### src/rtl/counter_checker_fifo.sv
// Sample FIFO: registered storage, latency-1 visibility, push accepted when full if a pop frees a slot.
module counter_checker_fifo #(
  parameter int WIDTH = 32,
  parameter int DEPTH = 8
) (
  input  logic                   clk,
  input  logic                   reset_n,
  input  logic                   push,
  input  logic [WIDTH-1:0]       push_data,
  input  logic                   pop,
  output logic [WIDTH-1:0]       head_data,
  output logic                   full,
  output logic                   empty,
  output logic [$clog2(DEPTH):0] level
);

  localparam int PTR_W = $clog2(DEPTH);
  localparam int LVL_W = PTR_W + 1;

  logic [WIDTH-1:0] mem [DEPTH];
  logic [PTR_W-1:0] wr_ptr;
  logic [PTR_W-1:0] rd_ptr;
  logic             do_push;
  logic             do_pop;

  assign empty     = (level == '0);
  assign full      = (level == LVL_W'(DEPTH));
  assign do_pop    = pop && !empty;
  assign do_push   = push && (!full || do_pop);
  assign head_data = empty ? '0 : mem[rd_ptr];

  always_ff @(posedge clk) begin
    if (!reset_n) begin
      wr_ptr <= '0;
      rd_ptr <= '0;
      level  <= '0;
    end else begin
      if (do_push) wr_ptr <= wr_ptr + 1'b1;
      if (do_pop)  rd_ptr <= rd_ptr + 1'b1;
      case ({do_push, do_pop})
        2'b10:   level <= level + 1'b1;
        2'b01:   level <= level - 1'b1;
        default: level <= level;
      endcase
    end
  end

  // Storage needs no reset: the pointers alone define which entries are live.
  always_ff @(posedge clk) begin
    if (do_push) mem[wr_ptr] <= push_data;
  end

endmodule

### config.mk
export PLATFORM = sky130hd
export DESIGN_NAME = counter_checker_fifo
export DESIGN_NICKNAME = d
export VERILOG_FILES = /design/src/rtl/counter_checker_fifo.sv
export SDC_FILE = /design/constraint.sdc
export NUM_CORES = 1
export LEC_CHECK = 0
export ABC_AREA = 1
export ABC_CLOCK_PERIOD_IN_PS = 3330
export CAP_MARGIN = 25
export CELL_PAD_IN_SITES_DETAIL_PLACEMENT = 1
export CELL_PAD_IN_SITES_GLOBAL_PLACEMENT = 1
export CORE_UTILIZATION = 50
export CTS_BUF_LIST = sky130_fd_sc_hd__clkbuf_4 sky130_fd_sc_hd__clkbuf_8
export DETAILED_ROUTE_END_ITERATION = 16
export GPL_TIMING_DRIVEN = 0
export PLACE_DENSITY = 0.88
export SLEW_MARGIN = 20
export SYNTH_ARGS = -nofsm -noshare
export SYNTH_HDL_FRONTEND = slang
export SYNTH_SLANG_ARGS = --single-unit
### constraint.sdc
create_clock -name clk -period 3.33 [get_ports clk]
set_input_delay 0.4995 -clock clk [delete_from_list [all_inputs] [get_ports clk]]
set_output_delay 0.4995 -clock clk [all_outputs]
set_load 0.02 [all_outputs]
==> results of run 1 <==
[final timing paths]
kind,from,endpoint,slack (ns)
setup / recovery,flip-flop,head_data[10],0.08
hold / removal,reset_n,wr_ptr[2],0.28
setup reg to reg,level[0],mem[6][31],0.99
hold reg to reg,rd_ptr[2],flip-flop,0.50
[logic make-up (layout without fill, tap and decap cells)]
logic type               after synthesis  after routing  share of synthesized area, %
adder cells (fa/ha/maj)                5              5                         0.653
AND/OR/NAND/NOR                      235            235                          8.65
AO/OA/AOI/OAI                        208            208                          10.1
flip-flops                           269            269                          74.1
buffers and inverters                 69            222                          3.46
XOR/XNOR                               1              1                        0.0816
multiplexers                          32             32                          2.98
[worst max-delay path: cells and delay by family (launching register included)]
family / cells / cell delay [ns]
AOI/OAI and AO/OA: 1 / 0.20
DFF: 1 / 0.38
buffers and inverters: 4 / 1.29
and+or+nand+nor: 3 / 0.32
[where the power goes]
| group | internal, mW | total [mW] | switching [mW] | leakage (nW) |
|---|---|---|---|---|
| Sequential | 3.83 | 3.90 | 0.0658 | 2.43 |
| Combinational | 0.977 | 2.68 | 1.71 | 1.55 |
| Clock | 1.48 | 2.75 | 1.27 | 0.427 |
[area by class of cell]
type | count | area (um2) | area share [%]
Sequential cell | 269 | 7950 | 61.6
Multi-Input combinational cell | 481 | 2470 | 19.2
Timing Repair Buffer | 80 | 930 | 7.21
Clock buffer | 64 | 774 | 6.00
Tap cell | 275 | 344 | 2.67
Buffer | 49 | 315 | 2.44
Inverter | 20 | 75.1 | 0.582
Clock inverter | 9 | 41.3 | 0.320
[metrics by stage]
| step | hold WS, ns | setup slack (ns) | power, mW | instance area [um2] |
|---|---|---|---|---|
| finish | 0.280 | 0.0828 | 9.33 | 12900 |
| global route | 0.294 | 0.0133 | 9.70 | 12900 |
| CTS | 0.263 | 0.0112 | 9.38 | 12900 |
| detailed placement | 0.476 | 0.438 | 6.61 | 12100 |
| global placement | 0.447 | -1.12 | 6.43 | 11800 |
| floorplan | 0.433 | 0.579 | 5.45 | 10700 |
[synth_stat cells (all sizes together), types with 9 or more instances]
master	instances
o21ai	167
clkbuf	23
nand3	9
nand2	17
mux2i	32
dfxtp	13
nor2	207
buf	26
inv	20
a21oi	9
edfxtp	256
o22ai	32
[state kept, by name (all words and copies together) (netlist names), named ones only]
register	count
wr_ptr	3
level	4
rd_ptr	3
mem	256
[per-layer routing]
layer,up-vias,share of wire (%)
met5,-,0
met4,0,3.2
met3,83,5.2
li1,3240,-
met2,286,52
met1,3687,39
==> impl_results.md, run 1 <==
* Clock root cell: clkbuf_8
* Layout cell share with drive strength beyond 1 at 13.8%
* Total core area at roughly 0.021 mm2
* Commonest non-fill, non-tap cell in the layout: edfxtp_1
* Crit path launch type: flip-flop
* Clock skew at ~0.018 ns
* ANT cells at 0
* Clock sink total at 269
* Gr usage total at 28.6%
* Max rail drop VDD at between 0.4 and 0.5 mV
* Leading cell types in the layout, fill and taps excluded: 256 x edfxtp_1, 197 x nor2_1, 147 x o21ai_0
* Hold Fails Final Rpt at 0
* Unrepaired setup endpoints after global routing: no
* Reg2Reg Depth at 7
* Largest area contributor in the netlist: edfxtp_1
* Worst path required time at approximately 2.8 ns
* Worst-path clk slew at around 0.06 ns
* Slew at the pin with the worst max-slew slack at 0.733 ns
* CTS Hold Bufs at 0
* Synth Register Bits at ~270
* GR Overflow Total at 0
* Final #Nets at ~990
* Cell Chain, Critical Path: inv_2 > buf_2 > buf_2 > nor2_1 > o22ai_1 > nor2_1 > nor2_1 > clkdlybuf4s50_1
* Fmax at between 300 and 400 MHz
* Postcts setup bufs at 0
* Status: complete, no violations
* Clock Latency Late Sink at 0.55 ns
* GR Util met2 at between 50% and 60%
* Via count at 7296
* GR Layer Usage met1 at between 30% and 40%
* Net Count, Synth at 860
* Dpl cells at 1174
* Cts bufs inserted at 44
* Final non-filler cell total at between 1000 and 1500
* Largest net degree at the start of global routing at 23
* Max clock buf depth at 3
* CTS resizes at 7
* Routing usage on met3 at ~4.2%
* Die ar. at about 0.022 mm2
* Ys Warns at 0
* Crit-path max FO at 10
* Critical setup path kind: reg2out
* Slowest cell delay on critical path at ~0.62 ns
* Sequential share of the synthesized area at between 70 and 80%
* Leak at around 4.4 nW
* Post-DR vias/cell at 5.85
* PwrDens at between 700 and 800 mW/mm2
* # DRC at 0
* GPL Wtd Cong at 0.799
* Cell area after synthesis at between 0.01 and 0.015 mm2
* Starting density of the core at 51.1%
* Drt wl/cell at between 20 and 25 um
* Fillers at 2065
* Top Ports at 74
* Die Y at about 150 um
* Area share of the largest cell type after synthesis at 71.6%
* PortBufs at 72
* # setup viols final at 0
* Initial DRT Pass Iterations at 5
* Syn-to-layout area delta at 20.2%
* Gr busiest metal: met2
* WL final at between 30000 and 40000 um
* Async SR Flop Fraction at 0%
* Cell mode on critical path: nor2_1
* Initial antenna violation count at 0
* CP arrival at 2.75 ns
* First-pass GRT wire length at roughly 46000 um
* Final Critical Period at about 3.2 ns
* Setup TNS Final at 0 ns
* Number of synthesized flops with an enable pin at 256
* Number of max-cap violations at 0
* Primary FF master, synth: edfxtp_1
* Row count at 53
* Iteration-0 DRC Markers at 610
* Max-slew violations at 0
* CP endpoint kind: primary output
* Slowest-stage cell, CP: clkdlybuf4s50_1
* Post-route ant nets at 0
* H-tree depth at 2
* Syn Inst Count at a little over 800
* Layout Utilization at about three fifths
* Post-DP HPWL at between 15000 and 20000 um
* Hold Crit Depth at 3
* Number of global-route vias before repair at 8068
* Crit share post-route at around 100%
* CTS tree: yes
* Ranking of synthesized cells by area: edfxtp_1 72%, nor2_1 7.2%, o21ai_0 6.9%
* Distinct cells, synth at 29
* Die Wd at between 100 and 150 um
* Worst rel slew slack at 51.0%
* Synthesized area per cell at ~13 um2
* HP Class: in2reg
(Power assumes the default switching activity.)
==> run 2: changes to the inputs <==
--- a/config.mk
+++ b/config.mk
@@ -6,7 +6,6 @@
 export NUM_CORES = 1
 export LEC_CHECK = 0
 export ABC_AREA = 1
-export ABC_CLOCK_PERIOD_IN_PS = 3330
 export CAP_MARGIN = 25
 export CELL_PAD_IN_SITES_DETAIL_PLACEMENT = 1
 export CELL_PAD_IN_SITES_GLOBAL_PLACEMENT = 1
==> results of run 2 <==
Final layout, timing and power as in run 1 (identical DEF).
==> run 3: changes to the inputs <==
--- a/config.mk
+++ b/config.mk
@@ -6,9 +6,11 @@
 export NUM_CORES = 1
 export LEC_CHECK = 0
 export ABC_AREA = 1
+export ABC_CLOCK_PERIOD_IN_PS = 3330
 export CAP_MARGIN = 25
 export CELL_PAD_IN_SITES_DETAIL_PLACEMENT = 1
 export CELL_PAD_IN_SITES_GLOBAL_PLACEMENT = 1
+export CORE_ASPECT_RATIO = 0.9
 export CORE_UTILIZATION = 50
 export CTS_BUF_LIST = sky130_fd_sc_hd__clkbuf_4 sky130_fd_sc_hd__clkbuf_8
 export DETAILED_ROUTE_END_ITERATION = 16
==> impl_results.md, run 3 (synthesis gave the netlist of run 1 again) <==
* Max FFs per register at 256 (unchanged)
* Biggest regs: mem x256, level x4
* Clock sink total at 269 (unchanged)
* Initial DRT Pass Iterations at 5 (unchanged)
* Placed cell area at 0.0121 mm2 (+0.18%)
* PortBufs at 72 (unchanged)
* H-tree depth at 2 (unchanged)
* Comb pwr share at 28.8% (about the same)
* Internal Power at 6.32 mW (+0.62%)
* Die Wd at 156 um (+5.3%)
* Clock root cell: clkbuf_8
* Iteration-0 DRC Markers at 670 (+9.8%)
* Crit share post-route at 96.2% (-1.4 points)
* Cts bufs inserted at 44 (unchanged)
* Pre-CTS setup slack at 0.358 ns (-0.0792 ns)
* Switching share of power at 32.4% (-0.26 points)
* Reg area at 0.00795 mm2 (unchanged)
* Slew at the pin with the worst max-slew slack at 0.759 ns (+0.0265 ns)
* Status: complete, no violations
* Fmax at 312 MHz (+1.4%)
* GR Overflow Total at 0 (unchanged)
* Unrepaired setup endpoints after global routing: no
* Worst rel slew slack at 49.3% (-1.8 points)
* Leading cell types in the layout, fill and taps excluded: 256 x edfxtp_1, 197 x nor2_1, 148 x o21ai_0
* Top Ports at 74 (unchanged)
* CTS resizes at 3 (-4)
* HP Class: in2reg
* CTS tree: yes
* # DRC at 0 (unchanged)
* Drt wl/cell at 23.3 um (-4.2%)
* NetSw at 3.03 mW (-0.59%)
* Largest Register: mem
* Row count at 50 (-5.7%)
* Number of max-cap violations at 0 (unchanged)
* GPL Wtd Cong at 0.781 (-2.2%)
* Crit-path max FO at 10 (unchanged)
* PwrDens at 721 mW/mm2 (-0.28%)
* Final instance area at 0.0130 mm2 (+0.50%)
* Max clock buf depth at 3 (unchanged)
* Clock Latency Late Sink at 0.55 ns (about the same)
* CP endpoint kind: primary output
* Final WS setup at 0.128 ns (+0.0454 ns)
* CP arrival at 2.70 ns (-0.05 ns)
* Post-route ant nets at 0 (unchanged)
* Max-slew violations at 0 (unchanged)
* CTS Hold Bufs at 0 (unchanged)
* Syn-to-layout area delta at 20.8%
* Clock skew at 0.0268 ns (+0.00903 ns)
* Die ar. at 0.0221 mm2 (about the same)
* Area occupied by multi-input gates at 0.00247 mm2 (unchanged)
* Seq pwr share at 41.7% (about the same)
* Crit path launch type: flip-flop
* Starting density of the core at 51.4% (+0.31 points)
* Leak at 4.44 nW (+0.51%)
* First-pass GRT wire length at 44400 um (-3.7%)
* Layout Utilization at 62.0% (+0.68 points)
* Total core area at 0.0209 mm2 (-0.60%)
* Final Critical Period at 3.20 ns (-0.0454 ns)
* Critical setup path kind: reg2out
* Layout cell share with drive strength beyond 1 at 14.2% (+0.38 points)
* Post-DR vias/cell at 5.70 (-2.6%)
* Fillers at 2124 (+2.9%)
* Power, Total at 9.35 mW (+0.22%)
* Initial antenna violation count at 0 (unchanged)
* Gr usage total at 27.5% (-1.0 points)
* WL final at 29500 um (-2.7%)
* Hold Fails Final Rpt at 0 (unchanged)
* Reg2Reg Depth at 7 (unchanged)
* Worst path required time at 2.83 ns (about the same)
* # setup viols final at 0 (unchanged)
* Hold Crit Depth at 3 (unchanged)
* Postcts setup bufs at 0 (unchanged)
* Die Y at 141 um (-5.1%)
* Commonest non-fill, non-tap cell in the layout: edfxtp_1
* ANT cells at 0 (unchanged)
* Max rail drop VDD at 0.375 mV (-15%)
* Clock power share at 29.6% (about the same)
* Number of global-route vias before repair at 7934 (-1.7%)
* Setup TNS Final at 0 ns (unchanged)
* Via count at 7218 (-1.1%)
* Worst-path clk slew at 0.07 ns (about the same)
* Post-DP HPWL at 19600 um (+1.2%)
* Largest net degree at the start of global routing at 21 (-8.7%)
* Final #Nets at 986 (unchanged)
## run 3: cell types whose count changed in the layout (fill, tap and decap cells not counted), sizes merged
cell           before  now
buf                34   31
dlygate4sd2         1    0
clkinv              7   15
clkbuf             87   92
inv                20   21
clkinvlp            2    0
clkdlybuf4s50      69   71
dlymetal6s2s        2    1
## run 3: through the flow
step	std cells	hold slack [ns]
after floorplan	819	0.433
after global placement	1177	0.450
after detailed placement	1185	0.456
after CTS	1267	0.284
after global routing	1267	0.299
final	1267	0.300
## run 3: layer usage
metal	vias up	part of all wire [%]	track usage (%)
met5	-	0	0
met4	0	2.1	8.98
met3	55	5.3	4.06
met2	252	51	48.5
met1	3669	41	35.0
li1	3242	-	-
## run 3: area by class of cell
class	instances	share of cell area, %
buffer	49	2.49
clock buffer	66	6.04
clock inverter	16	0.540
inverter	20	0.579
multi-input combinational	481	19.1
sequential	269	61.3
tap	286	2.76
timing repair buffer	80	7.22
## run 3: final timing paths
| path | endpoint | slack (ns) | startpoint |
|---|---|---|---|
| min | wr_ptr[2] | 0.30 | reset_n |
| min reg2reg | rd_ptr[2] | 0.46 | rd_ptr[2] |
| max reg2reg | mem[2][18] | 0.98 | level[2] |
| max | head_data[18] | 0.13 | flip-flop |
## run 3: worst max-delay path, stage by stage (launching register included)
cell             delay (ns)
dfxtp_1                0.34
inv_2                  0.12
clkbuf_1               0.43
o21ai_0                0.25
o21ai_1                0.14
o21ai_0                0.15
nor2_1                 0.14
clkdlybuf4s50_1        0.61
## run 3: power by group through the flow
stage	registers [mW]	clock network [mW]	logic [mW]
after detailed placement	3.97	0	2.65
after CTS	3.90	2.80	2.67
after global routing	3.90	2.93	2.90
after floorplan	3.97	0	1.48
final	3.90	2.76	2.69
after global placement	3.96	0	2.47
